**src/rtl/asg_pkg.sv**
```systemverilog
// asg_pkg: shared definitions for the ASG segment sequencer.
//   - descriptor field selects used by the table write port
//   - sequencer state encoding
//   - ARM settle length and WAIT_BUSY timeout length
package asg_pkg;

    // Descriptor field selects (desc_fld_i)
    localparam logic [1:0] FLD_STEP  = 2'd0;   // pointer step, right-aligned
    localparam logic [1:0] FLD_AMPDC = 2'd1;   // {amp[29:16], dc[13:0]}
    localparam logic [1:0] FLD_NCYC  = 2'd2;   // cycle count [15:0]
    localparam logic [1:0] FLD_GAP   = 2'd3;   // inter-segment gap [31:0]

    // Cycles spent in ARM after the descriptor lands on set_*_o
    localparam int SETTLE   = 2;
    // Cycles WAIT_BUSY tolerates without ch_busy_i before flagging an error
    localparam int BUSY_TMO = 16;

    typedef enum logic [2:0] {
        ST_IDLE,
        ST_LOAD,
        ST_ARM,
        ST_WAIT_BUSY,
        ST_RUN,
        ST_GAP
    } asg_state_e;

endpackage : asg_pkg

```
**src/rtl/asg_seq_desc_ram.sv**
```systemverilog
// asg_seq_desc_ram: NSEG-entry segment descriptor table.
// Each entry holds step, amplitude, DC offset, cycle count and gap. Writes
// update one field of one entry per cycle; reads are combinational by index
// so a same-cycle write to the entry being read returns the old contents.
// Ports:
//   dac_clk_i, dac_rst_i   clock, asynchronous active-high reset (clears table)
//   we_i, addr_i, fld_i    field write strobe, entry index, field select
//   wdata_i                right-aligned field data
//   rd_addr_i              read index
//   rd_step_o .. rd_gap_o  fields of entry rd_addr_i
module asg_seq_desc_ram
    import asg_pkg::*;
#(
    parameter int RSZ  = 14,
    parameter int NSEG = 8,
    parameter int AW   = 3
) (
    input  logic              dac_clk_i,
    input  logic              dac_rst_i,
    input  logic              we_i,
    input  logic [AW-1:0]     addr_i,
    input  logic [1:0]        fld_i,
    input  logic [31:0]       wdata_i,
    input  logic [AW-1:0]     rd_addr_i,
    output logic [RSZ+15:0]   rd_step_o,
    output logic [13:0]       rd_amp_o,
    output logic [13:0]       rd_dc_o,
    output logic [15:0]       rd_ncyc_o,
    output logic [31:0]       rd_gap_o
);

    logic [RSZ+15:0] step_q [NSEG];
    logic [13:0]     amp_q  [NSEG];
    logic [13:0]     dc_q   [NSEG];
    logic [15:0]     ncyc_q [NSEG];
    logic [31:0]     gap_q  [NSEG];

    always_ff @(posedge dac_clk_i or posedge dac_rst_i) begin
        if (dac_rst_i) begin
            for (int i = 0; i < NSEG; i++) begin
                step_q[i] <= '0;
                amp_q[i]  <= '0;
                dc_q[i]   <= '0;
                ncyc_q[i] <= '0;
                gap_q[i]  <= '0;
            end
        end else if (we_i) begin
            case (fld_i)
                FLD_STEP:  step_q[addr_i] <= wdata_i[RSZ+15:0];
                FLD_AMPDC: begin
                    amp_q[addr_i] <= wdata_i[29:16];
                    dc_q[addr_i]  <= wdata_i[13:0];
                end
                FLD_NCYC:  ncyc_q[addr_i] <= wdata_i[15:0];
                default:   gap_q[addr_i]  <= wdata_i;
            endcase
        end
    end

    assign rd_step_o = step_q[rd_addr_i];
    assign rd_amp_o  = amp_q[rd_addr_i];
    assign rd_dc_o   = dc_q[rd_addr_i];
    assign rd_ncyc_o = ncyc_q[rd_addr_i];
    assign rd_gap_o  = gap_q[rd_addr_i];

endmodule : asg_seq_desc_ram

```
**src/rtl/asg_seq_ctrl.sv**
```systemverilog
// asg_seq_ctrl: segment sequencer for one ASG channel.
// Walks a table of segment descriptors: loads each one onto the channel
// configuration, fires a software trigger, waits for the burst to end, waits
// the programmed gap, then moves to the next segment (optionally looping).
// Ports:
//   dac_clk_i, dac_rst_i            clock, asynchronous active-high reset
//   desc_we_i/addr_i/fld_i/wdata_i  descriptor table field write
//   seq_len_i, seq_loop_i           segment count (1..NSEG), loop enable
//   start_i, stop_i                 start / abort pulses (stop wins)
//   ch_busy_i                       channel burst active
//   set_step_o/amp_o/dc_o/ncyc_o    channel configuration
//   trig_sw_o, set_rst_o, done_o    one-cycle trigger / channel reset / end
//   seg_idx_o, running_o, err_o     current segment, active, sticky error
module asg_seq_ctrl
    import asg_pkg::*;
#(
    parameter int RSZ  = 14,
    parameter int NSEG = 8,
    parameter int AW   = 3
) (
    input  logic              dac_clk_i,
    input  logic              dac_rst_i,
    input  logic              desc_we_i,
    input  logic [AW-1:0]     desc_addr_i,
    input  logic [1:0]        desc_fld_i,
    input  logic [31:0]       desc_wdata_i,
    input  logic [AW:0]       seq_len_i,
    input  logic              seq_loop_i,
    input  logic              start_i,
    input  logic              stop_i,
    input  logic              ch_busy_i,
    output logic [RSZ+15:0]   set_step_o,
    output logic [13:0]       set_amp_o,
    output logic [13:0]       set_dc_o,
    output logic [15:0]       set_ncyc_o,
    output logic              trig_sw_o,
    output logic              set_rst_o,
    output logic [AW-1:0]     seg_idx_o,
    output logic              running_o,
    output logic              done_o,
    output logic              err_o
);

    localparam logic [AW:0] SEG_MAX = (AW+1)'(NSEG);

    asg_state_e      state_q, state_d;
    logic [AW-1:0]   idx_q, idx_d;
    logic [AW:0]     len_q, len_d;
    logic [1:0]      settle_q, settle_d;
    logic [3:0]      tmo_q, tmo_d;
    logic [31:0]     gap_q, gap_d;
    logic [RSZ+15:0] step_q, step_d;
    logic [13:0]     amp_q, amp_d;
    logic [13:0]     dc_q, dc_d;
    logic [15:0]     ncyc_q, ncyc_d;
    logic            trig_q, trig_d;
    logic            set_rst_q, set_rst_d;
    logic            done_q, done_d;
    logic            err_q, err_d;
    logic            running_q, running_d;

    logic [RSZ+15:0] rd_step;
    logic [13:0]     rd_amp;
    logic [13:0]     rd_dc;
    logic [15:0]     rd_ncyc;
    logic [31:0]     rd_gap;

    logic            len_ok;
    logic            last_seg;

    asg_seq_desc_ram #(
        .RSZ  (RSZ),
        .NSEG (NSEG),
        .AW   (AW)
    ) u_desc_ram (
        .dac_clk_i (dac_clk_i),
        .dac_rst_i (dac_rst_i),
        .we_i      (desc_we_i),
        .addr_i    (desc_addr_i),
        .fld_i     (desc_fld_i),
        .wdata_i   (desc_wdata_i),
        .rd_addr_i (idx_q),
        .rd_step_o (rd_step),
        .rd_amp_o  (rd_amp),
        .rd_dc_o   (rd_dc),
        .rd_ncyc_o (rd_ncyc),
        .rd_gap_o  (rd_gap)
    );

    assign len_ok   = (seq_len_i != '0) && (seq_len_i <= SEG_MAX);
    // Segment count is captured at start so a register-bank rewrite of
    // seq_len_i mid-sequence cannot leave idx past the end.
    assign last_seg = ({1'b0, idx_q} == (len_q - (AW+1)'(1)));

    always_comb begin
        state_d   = state_q;
        idx_d     = idx_q;
        len_d     = len_q;
        settle_d  = settle_q;
        tmo_d     = tmo_q;
        gap_d     = gap_q;
        step_d    = step_q;
        amp_d     = amp_q;
        dc_d      = dc_q;
        ncyc_d    = ncyc_q;
        err_d     = err_q;
        trig_d    = 1'b0;
        set_rst_d = 1'b0;
        done_d    = 1'b0;

        if (stop_i && (state_q != ST_IDLE)) begin
            // Abort overrides every other transition in the same cycle.
            state_d   = ST_IDLE;
            set_rst_d = 1'b1;
        end else begin
            case (state_q)
                ST_IDLE: begin
                    if (start_i) begin
                        if (len_ok) begin
                            err_d   = 1'b0;
                            idx_d   = '0;
                            len_d   = seq_len_i;
                            state_d = ST_LOAD;
                        end else begin
                            err_d = 1'b1;
                        end
                    end
                end
                ST_LOAD: begin
                    step_d   = rd_step;
                    amp_d    = rd_amp;
                    dc_d     = rd_dc;
                    ncyc_d   = rd_ncyc;
                    settle_d = 2'(SETTLE);
                    state_d  = ST_ARM;
                end
                ST_ARM: begin
                    settle_d = settle_q - 2'd1;
                    // Counter reaches 0 on this edge: trigger leaves with it.
                    if (settle_q <= 2'd1) begin
                        settle_d = '0;
                        trig_d   = 1'b1;
                        tmo_d    = '0;
                        state_d  = ST_WAIT_BUSY;
                    end
                end
                ST_WAIT_BUSY: begin
                    if (ch_busy_i) begin
                        state_d = ST_RUN;
                    end else if (tmo_q == 4'(BUSY_TMO - 1)) begin
                        err_d   = 1'b1;
                        state_d = ST_IDLE;
                    end else begin
                        tmo_d = tmo_q + 4'd1;
                    end
                end
                ST_RUN: begin
                    if (!ch_busy_i) begin
                        gap_d   = rd_gap;
                        state_d = ST_GAP;
                    end
                end
                ST_GAP: begin
                    if (gap_q == '0) begin
                        if (!last_seg) begin
                            idx_d   = idx_q + AW'(1);
                            state_d = ST_LOAD;
                        end else if (seq_loop_i) begin
                            idx_d   = '0;
                            state_d = ST_LOAD;
                        end else begin
                            done_d  = 1'b1;
                            state_d = ST_IDLE;
                        end
                    end else begin
                        gap_d = gap_q - 32'd1;
                    end
                end
                default: begin
                    state_d = ST_IDLE;
                end
            endcase
        end

        running_d = (state_d != ST_IDLE);
    end

    always_ff @(posedge dac_clk_i or posedge dac_rst_i) begin
        if (dac_rst_i) begin
            state_q   <= ST_IDLE;
            idx_q     <= '0;
            len_q     <= '0;
            settle_q  <= '0;
            tmo_q     <= '0;
            gap_q     <= '0;
            step_q    <= '0;
            amp_q     <= '0;
            dc_q      <= '0;
            ncyc_q    <= '0;
            trig_q    <= 1'b0;
            set_rst_q <= 1'b0;
            done_q    <= 1'b0;
            err_q     <= 1'b0;
            running_q <= 1'b0;
        end else begin
            state_q   <= state_d;
            idx_q     <= idx_d;
            len_q     <= len_d;
            settle_q  <= settle_d;
            tmo_q     <= tmo_d;
            gap_q     <= gap_d;
            step_q    <= step_d;
            amp_q     <= amp_d;
            dc_q      <= dc_d;
            ncyc_q    <= ncyc_d;
            trig_q    <= trig_d;
            set_rst_q <= set_rst_d;
            done_q    <= done_d;
            err_q     <= err_d;
            running_q <= running_d;
        end
    end

    assign set_step_o = step_q;
    assign set_amp_o  = amp_q;
    assign set_dc_o   = dc_q;
    assign set_ncyc_o = ncyc_q;
    assign trig_sw_o  = trig_q;
    assign set_rst_o  = set_rst_q;
    assign seg_idx_o  = idx_q;
    assign running_o  = running_q;
    assign done_o     = done_q;
    assign err_o      = err_q;

endmodule : asg_seq_ctrl

```
**config.mk**
```make
export PLATFORM = sky130hd
export DESIGN_NAME = asg_seq_ctrl
export DESIGN_NICKNAME = d
export VERILOG_FILES = /design/src/rtl/asg_pkg.sv /design/src/rtl/asg_seq_desc_ram.sv /design/src/rtl/asg_seq_ctrl.sv
export SDC_FILE = /design/constraint.sdc
export NUM_CORES = 2
export LEC_CHECK = 0
export ABC_AREA = 1
export BUFFER_PORTS_ARGS = -buffer_cell sky130_fd_sc_hd__buf_4
export CAP_MARGIN = 20
export CORE_MARGIN = 3
export CORE_UTILIZATION = 65
export CTS_CLUSTER_SIZE = 16
export DETAILED_ROUTE_END_ITERATION = 16
export HOLD_SLACK_MARGIN = 0.05
export PLACE_DENSITY = 0.83
export SLEW_MARGIN = 20
export SYNTH_ARGS = -nofsm -noshare
export SYNTH_HDL_FRONTEND = slang
export SYNTH_SLANG_ARGS = --single-unit
export TNS_END_PERCENT = 100
```
**constraint.sdc**
```tcl
create_clock -name dac_clk_i -period 73.9 [get_ports dac_clk_i]
set_clock_uncertainty 0.2 [all_clocks]
set_input_delay 11.085 -clock dac_clk_i [delete_from_list [all_inputs] [get_ports dac_clk_i]]
set_output_delay 11.085 -clock dac_clk_i [all_outputs]
set_load 0.02 [all_outputs]
```
**Word-level counts from Yosys, hierarchy flattened**

Index checks and enable logic that the tools add are counted.

- Word-level logic and storage cells: 182
- Output and inout bits: 82
- Register bits after elaboration: 975
- Input port bits: 48

- $lt $le $gt $ge: 5
- Add/sub/neg operators: 5
- Reduce and logical (&&, ||, !) cells: 26
- Equal/unequal tests: 19
- Bitwise gates (word level): 4
- Mux-type cells: 68

Operators with widths:

| cell | count |
|---|---|
| $bwmux 256 | 1 |
| $bwmux 240 | 1 |
| $bwmux 112 | 2 |
| $mux 32 | 5 |
| $bwmux 128 | 1 |
| $bmux 32 s3 | 1 |
| $demux 32 s3 | 1 |
| $bmux 30 s3 | 1 |
| $demux 30 s3 | 1 |
| $mux 30 | 3 |
| $bmux 14 s3 | 2 |
| $mux 14 | 5 |
| $pmux 32 s2 | 1 |
| $bmux 16 s3 | 1 |
| $demux 16 s3 | 1 |
| $mux 16 | 3 |
| $demux 14 s3 | 1 |
| $mux 3 | 13 |
| $logic_not 32->1 | 1 |
| $sub 32x1->32 const B | 1 |
| $ne 2x2->1 const B | 9 |
| $pmux 3 s6 | 1 |
| $mux 1 | 15 |
| $mux 4 | 3 |
| 34 further kinds | 53 |

**Longest topological paths before layout**

- Word-level depth: 7
- Depth in mapped cells: 12
- Mapped depth without buffers: 12

**Cells and area by module**

A second synthesis with hierarchy kept.

- Cells, all modules: 6449
- Area, all modules: 47564.4 um^2

By module, submodules not included:

| module | area an instance (um^2) | seq. area each (um^2) | cells each | times used |
|---|---|---|---|---|
| asg_seq_desc_ram | 41098.2 | 21220.4 | 5694 | 1 |
| asg_seq_ctrl | 6466.2 | 3178.0 | 755 | 1 |

**Least setup slack after synthesis**

Ideal clock, no wire load.

- Path kind: input to register
- Start: in desc_fld_i[0]
- End: reg u_desc_ram.amp_q[100] (netlist bit)
- Path buffers: 2
- Arrival: 12.277 ns
- Stages on the path: 7
- Library setup time: 0.133 ns
- Slack: 61.289 ns
- Data required time: 73.567 ns
- Path through: inv_1 -> nor3_1 -> nand2_1 -> clkbuf_1 -> clkbuf_1 -> nand2_1 -> o21ai_0

- Word-level cells in the longest chain between the ends: 2

RTL lines:

| item | RTL line | text |
|---|---|---|
| from (decl) | asg_seq_ctrl.sv:25 | `input logic [1:0] desc_fld_i,` |
| $eq 2x1->1 | asg_seq_desc_ram.sv:48 | `case (fld_i)` |
| $reduce_and 2->1 (no line) | -- |  |
| to (signal, indexed assignment) | asg_seq_desc_ram.sv:51 | `amp_q[addr_i] <= wdata_i[29:16];` |
| to (decl) | asg_seq_desc_ram.sv:33 | `logic [13:0] amp_q [NSEG];` |

Every way passes these cells.
A chain may end at the register's enable or synchronous reset.

==> flow_metrics.tcl <==
set metrics [dict create \
    status "finished, final reports clean" \
    synth_edf_count 0 \
    hold_viol_final 0 \
    worstPathRequired_ps 74330 \
    clkSinkCount 975 \
    syn-cell-area_um2 43000 \
    dr.pass1.iters 7 \
    synthAdderAreaFrac_pct 0.116 \
    dpl_worst_slack_ps 58410 \
    cts_tree "yes" \
    row_count 93 \
    netlist_top_cells_area "dfrtp_1 57%, o21ai_0 15%, nand2_1 12%" \
    nets 5044 \
    tightest_slew_ps 1360 \
    track_usage_pct 34.0 \
    vdd_ir_drop_max_uv 25.3 \
    die-area_um2 69300 \
    overflow 0 \
    synth_cell_type_count 31 \
    drv_cap 0 \
    die_x_um 263 \
    worstSetupEndpointType "asynchronous set/reset pin" \
    synth_nets 5207 \
    portBuffers 129 \
    post_cts_resized 0 \
    p_per_area_nw_per_um2 33.7 \
    finalMaxSlewViolations 0 \
    p_leak_nw 22.5 \
    p_sw_w 0.000508 \
    fin_crit_sh_pct 19.7 \
    clock_latency_ps 650 \
    clockBufferDepth 3 \
    viasPerCell 6.28 \
    area_delta_synth_final_pct 10.1 \
    post_drt_wl_per_cell_um 20.2 \
    ctsHoldBuffers 0 \
    drive_above_1_share_pct 7.58 \
    synth_xor_area_share_pct 0.224 \
    synth_commonest_cells "1,386 x nand2_1, 1,267 x o21ai_0, 975 x dfrtp_1" \
    p_int_w 0.00109 \
    critPathLaunchType "input port" \
    max_slew_margin_pct 9.58 \
    ant_nets 0 \
    yosys.area_share.simple_pct 18.8 \
    nFillCells 4692 \
    htree_num_levels 3 \
    wirelength_um 119000 \
    start_util_pct 66.2 \
    tns_ps 0 \
    ys_seq_area_share_pct 56.7 \
    num_vias 37215 \
    finalCriticalPeriod_ps 14580 \
    seqPwrFrac_pct 45.4 \
    postSynth.asyncResetShare_pct 100 \
    setup_viol 0 \
    pwr-share-comb_pct 21.8 \
    grt_pass1_vias 35725 \
    grt_max_degree 239 \
    grt_pass1_wl_um 191000 \
    synth_top_family_by_area "compound AO/OA/AOI/OAI gates" \
    hp-class "reg2reg" \
    place_congestion 0.951 \
    yosysMostFrequentCell "nand2_1" \
    numCtsBuffers 96 \
    hold_ws_ps 279 \
    dpl.hpwl_um 62600 \
    synth_largest_area_cell "dfrtp_1" \
    io_pins 130 \
    post-cts-setup-buffers 0 \
    dieHeight_um 263 \
    drt_iter0_drc 4764 \
    crit_path_max_fanout 190 \
    rsz0062_at_grt "false" \
    arrival_ps 15010 \
    regToRegSetupSlack_ps 69690 \
    fmax_ghz 0.0686 \
    clockRootBuffer "clkbuf_16" \
    synth_ff_type "dfrtp_1" \
    placeableCoreArea_um2 64900 \
    synth_area_per_cell_um2 8.34 \
    drc 0 \
    clock_power_share_pct 32.9 \
    antenna_found_initial 4 \
    p_sw_share_pct 31.8 \
    yosys_warnings 0 \
    synth_top_cell_area_share_pct 56.7 \
    setup_slack_ps 59320 \
    criticalPathCategory "in2async" \
    synth_compound_area_share_pct 18.9 \
    cts.reportedPaths.clkPinSlew_ps 60 \
    synth.area.mux_share_pct 0 \
    postSynthCellCount 5155 \
    synth_seq_cells 975 \
]
-- metal layers --
metal | up-vias | track usage [%] | share of wire [%]
li1 | 16793 | - | -
met1 | 18227 | 46.8 | 40
met2 | 1876 | 54.4 | 47
met3 | 317 | 6.48 | 9.4
met4 | 2 | 12.9 | 3.5
met5 | - | 0 | 0.010
-- cells by family (layout without fill, tap and decap cells) --
logic type,after synthesis,count (layout)
AND/OR/NAND/NOR,2070,2070
AO/OA/AOI/OAI,1520,1520
flip-flops,975,975
buffers and inverters,575,488
XOR/XNOR,11,11
adder cells (fa/ha/maj),4,4
other,0,3
-- cells in the final DEF (no fill, tap or decap), types with 14 or more instances in the layout --
master	instances
o21ai_0	1267
a21oi_1	46
dfrtp_1	972
clkbuf_8	19
o211ai_1	51
clkbuf_16	98
nor3_1	17
nand3_1	180
nor2_1	468
buf_4	164
clkbuf_1	14
nand2_1	1359
inv_1	129
nand2_2	22
clkinv_2	18
bufinv_16	14
o22ai_1	68
o221ai_1	82
-- power groups by stage --
stage | combinational, W | sequential, W | clock, W
after detailed placement | 0.000343 | 0.000728 | 0
after global routing | 0.000396 | 0.000736 | 0.000548
after floorplan | 0.000218 | 0.000739 | 0
after CTS | 0.000347 | 0.000722 | 0.000527
final | 0.000348 | 0.000725 | 0.000525
after global placement | 0.000330 | 0.000725 | 0
-- metrics by stage --
step	power (W)	cells	util (%)	instance area [um2]
after CTS	0.00160	5919	72.7	47200
final	0.00160	5926	72.9	47400
after global routing	0.00168	5923	72.9	47300
after global placement	0.00106	5745	67.5	43800
after floorplan	0.000957	5155	-	43000
after detailed placement	0.00107	5745	67.5	43800
-- worst paths after layout --
check / end / from / depth (start not counted)
setup / recovery: u_desc_ram.gap_q[65] / dac_rst_i / 6
hold / removal: u_desc_ram.ncyc_q[44] / u_desc_ram.ncyc_q[44] / 2
setup reg to reg: set_step_o[7] / seg_idx_o[0] / 7
hold reg to reg: u_desc_ram.ncyc_q[44] / u_desc_ram.ncyc_q[44] / 2
max in group dac_clk_i: seg_idx_o[1] / seg_idx_o[1] / 1
min in group asynchronous: set_step_o[22] / dac_rst_i / 2
-- layout make-up --
class                           count  area (um2)  area share (%)
Sequential cell                   975       24400            51.5
Multi-Input combinational cell   3605       16500            34.9
Clock buffer                      131        2770            5.84
Timing Repair Buffer              173        1410            2.97
Tap cell                          855        1070            2.26
Clock inverter                     43         636            1.34
Inverter                          141         553            1.17
Antenna cell                        3        7.51          0.0159
-- critical path, cell delays in order --
cell    delay [ps]
buf_4          130
inv_8          450
buf_4          830
buf_4          820
buf_12         600
buf_12         750
-- state kept, by name, indices dropped and copies added (netlist names), 2 cells and up --
name	count
u_desc_ram.gap_q	256
u_desc_ram.step_q	240
u_desc_ram.ncyc_q	128
u_desc_ram.amp_q	112
u_desc_ram.dc_q	112
gap_q	32
set_step_o	30
set_ncyc_o	16
set_amp_o	14
set_dc_o	14
len_q	4
tmo_q	4
seg_idx_o	3
state_q	3
settle_q	2
No activity file was read; power rests on OpenSTA's default activity.
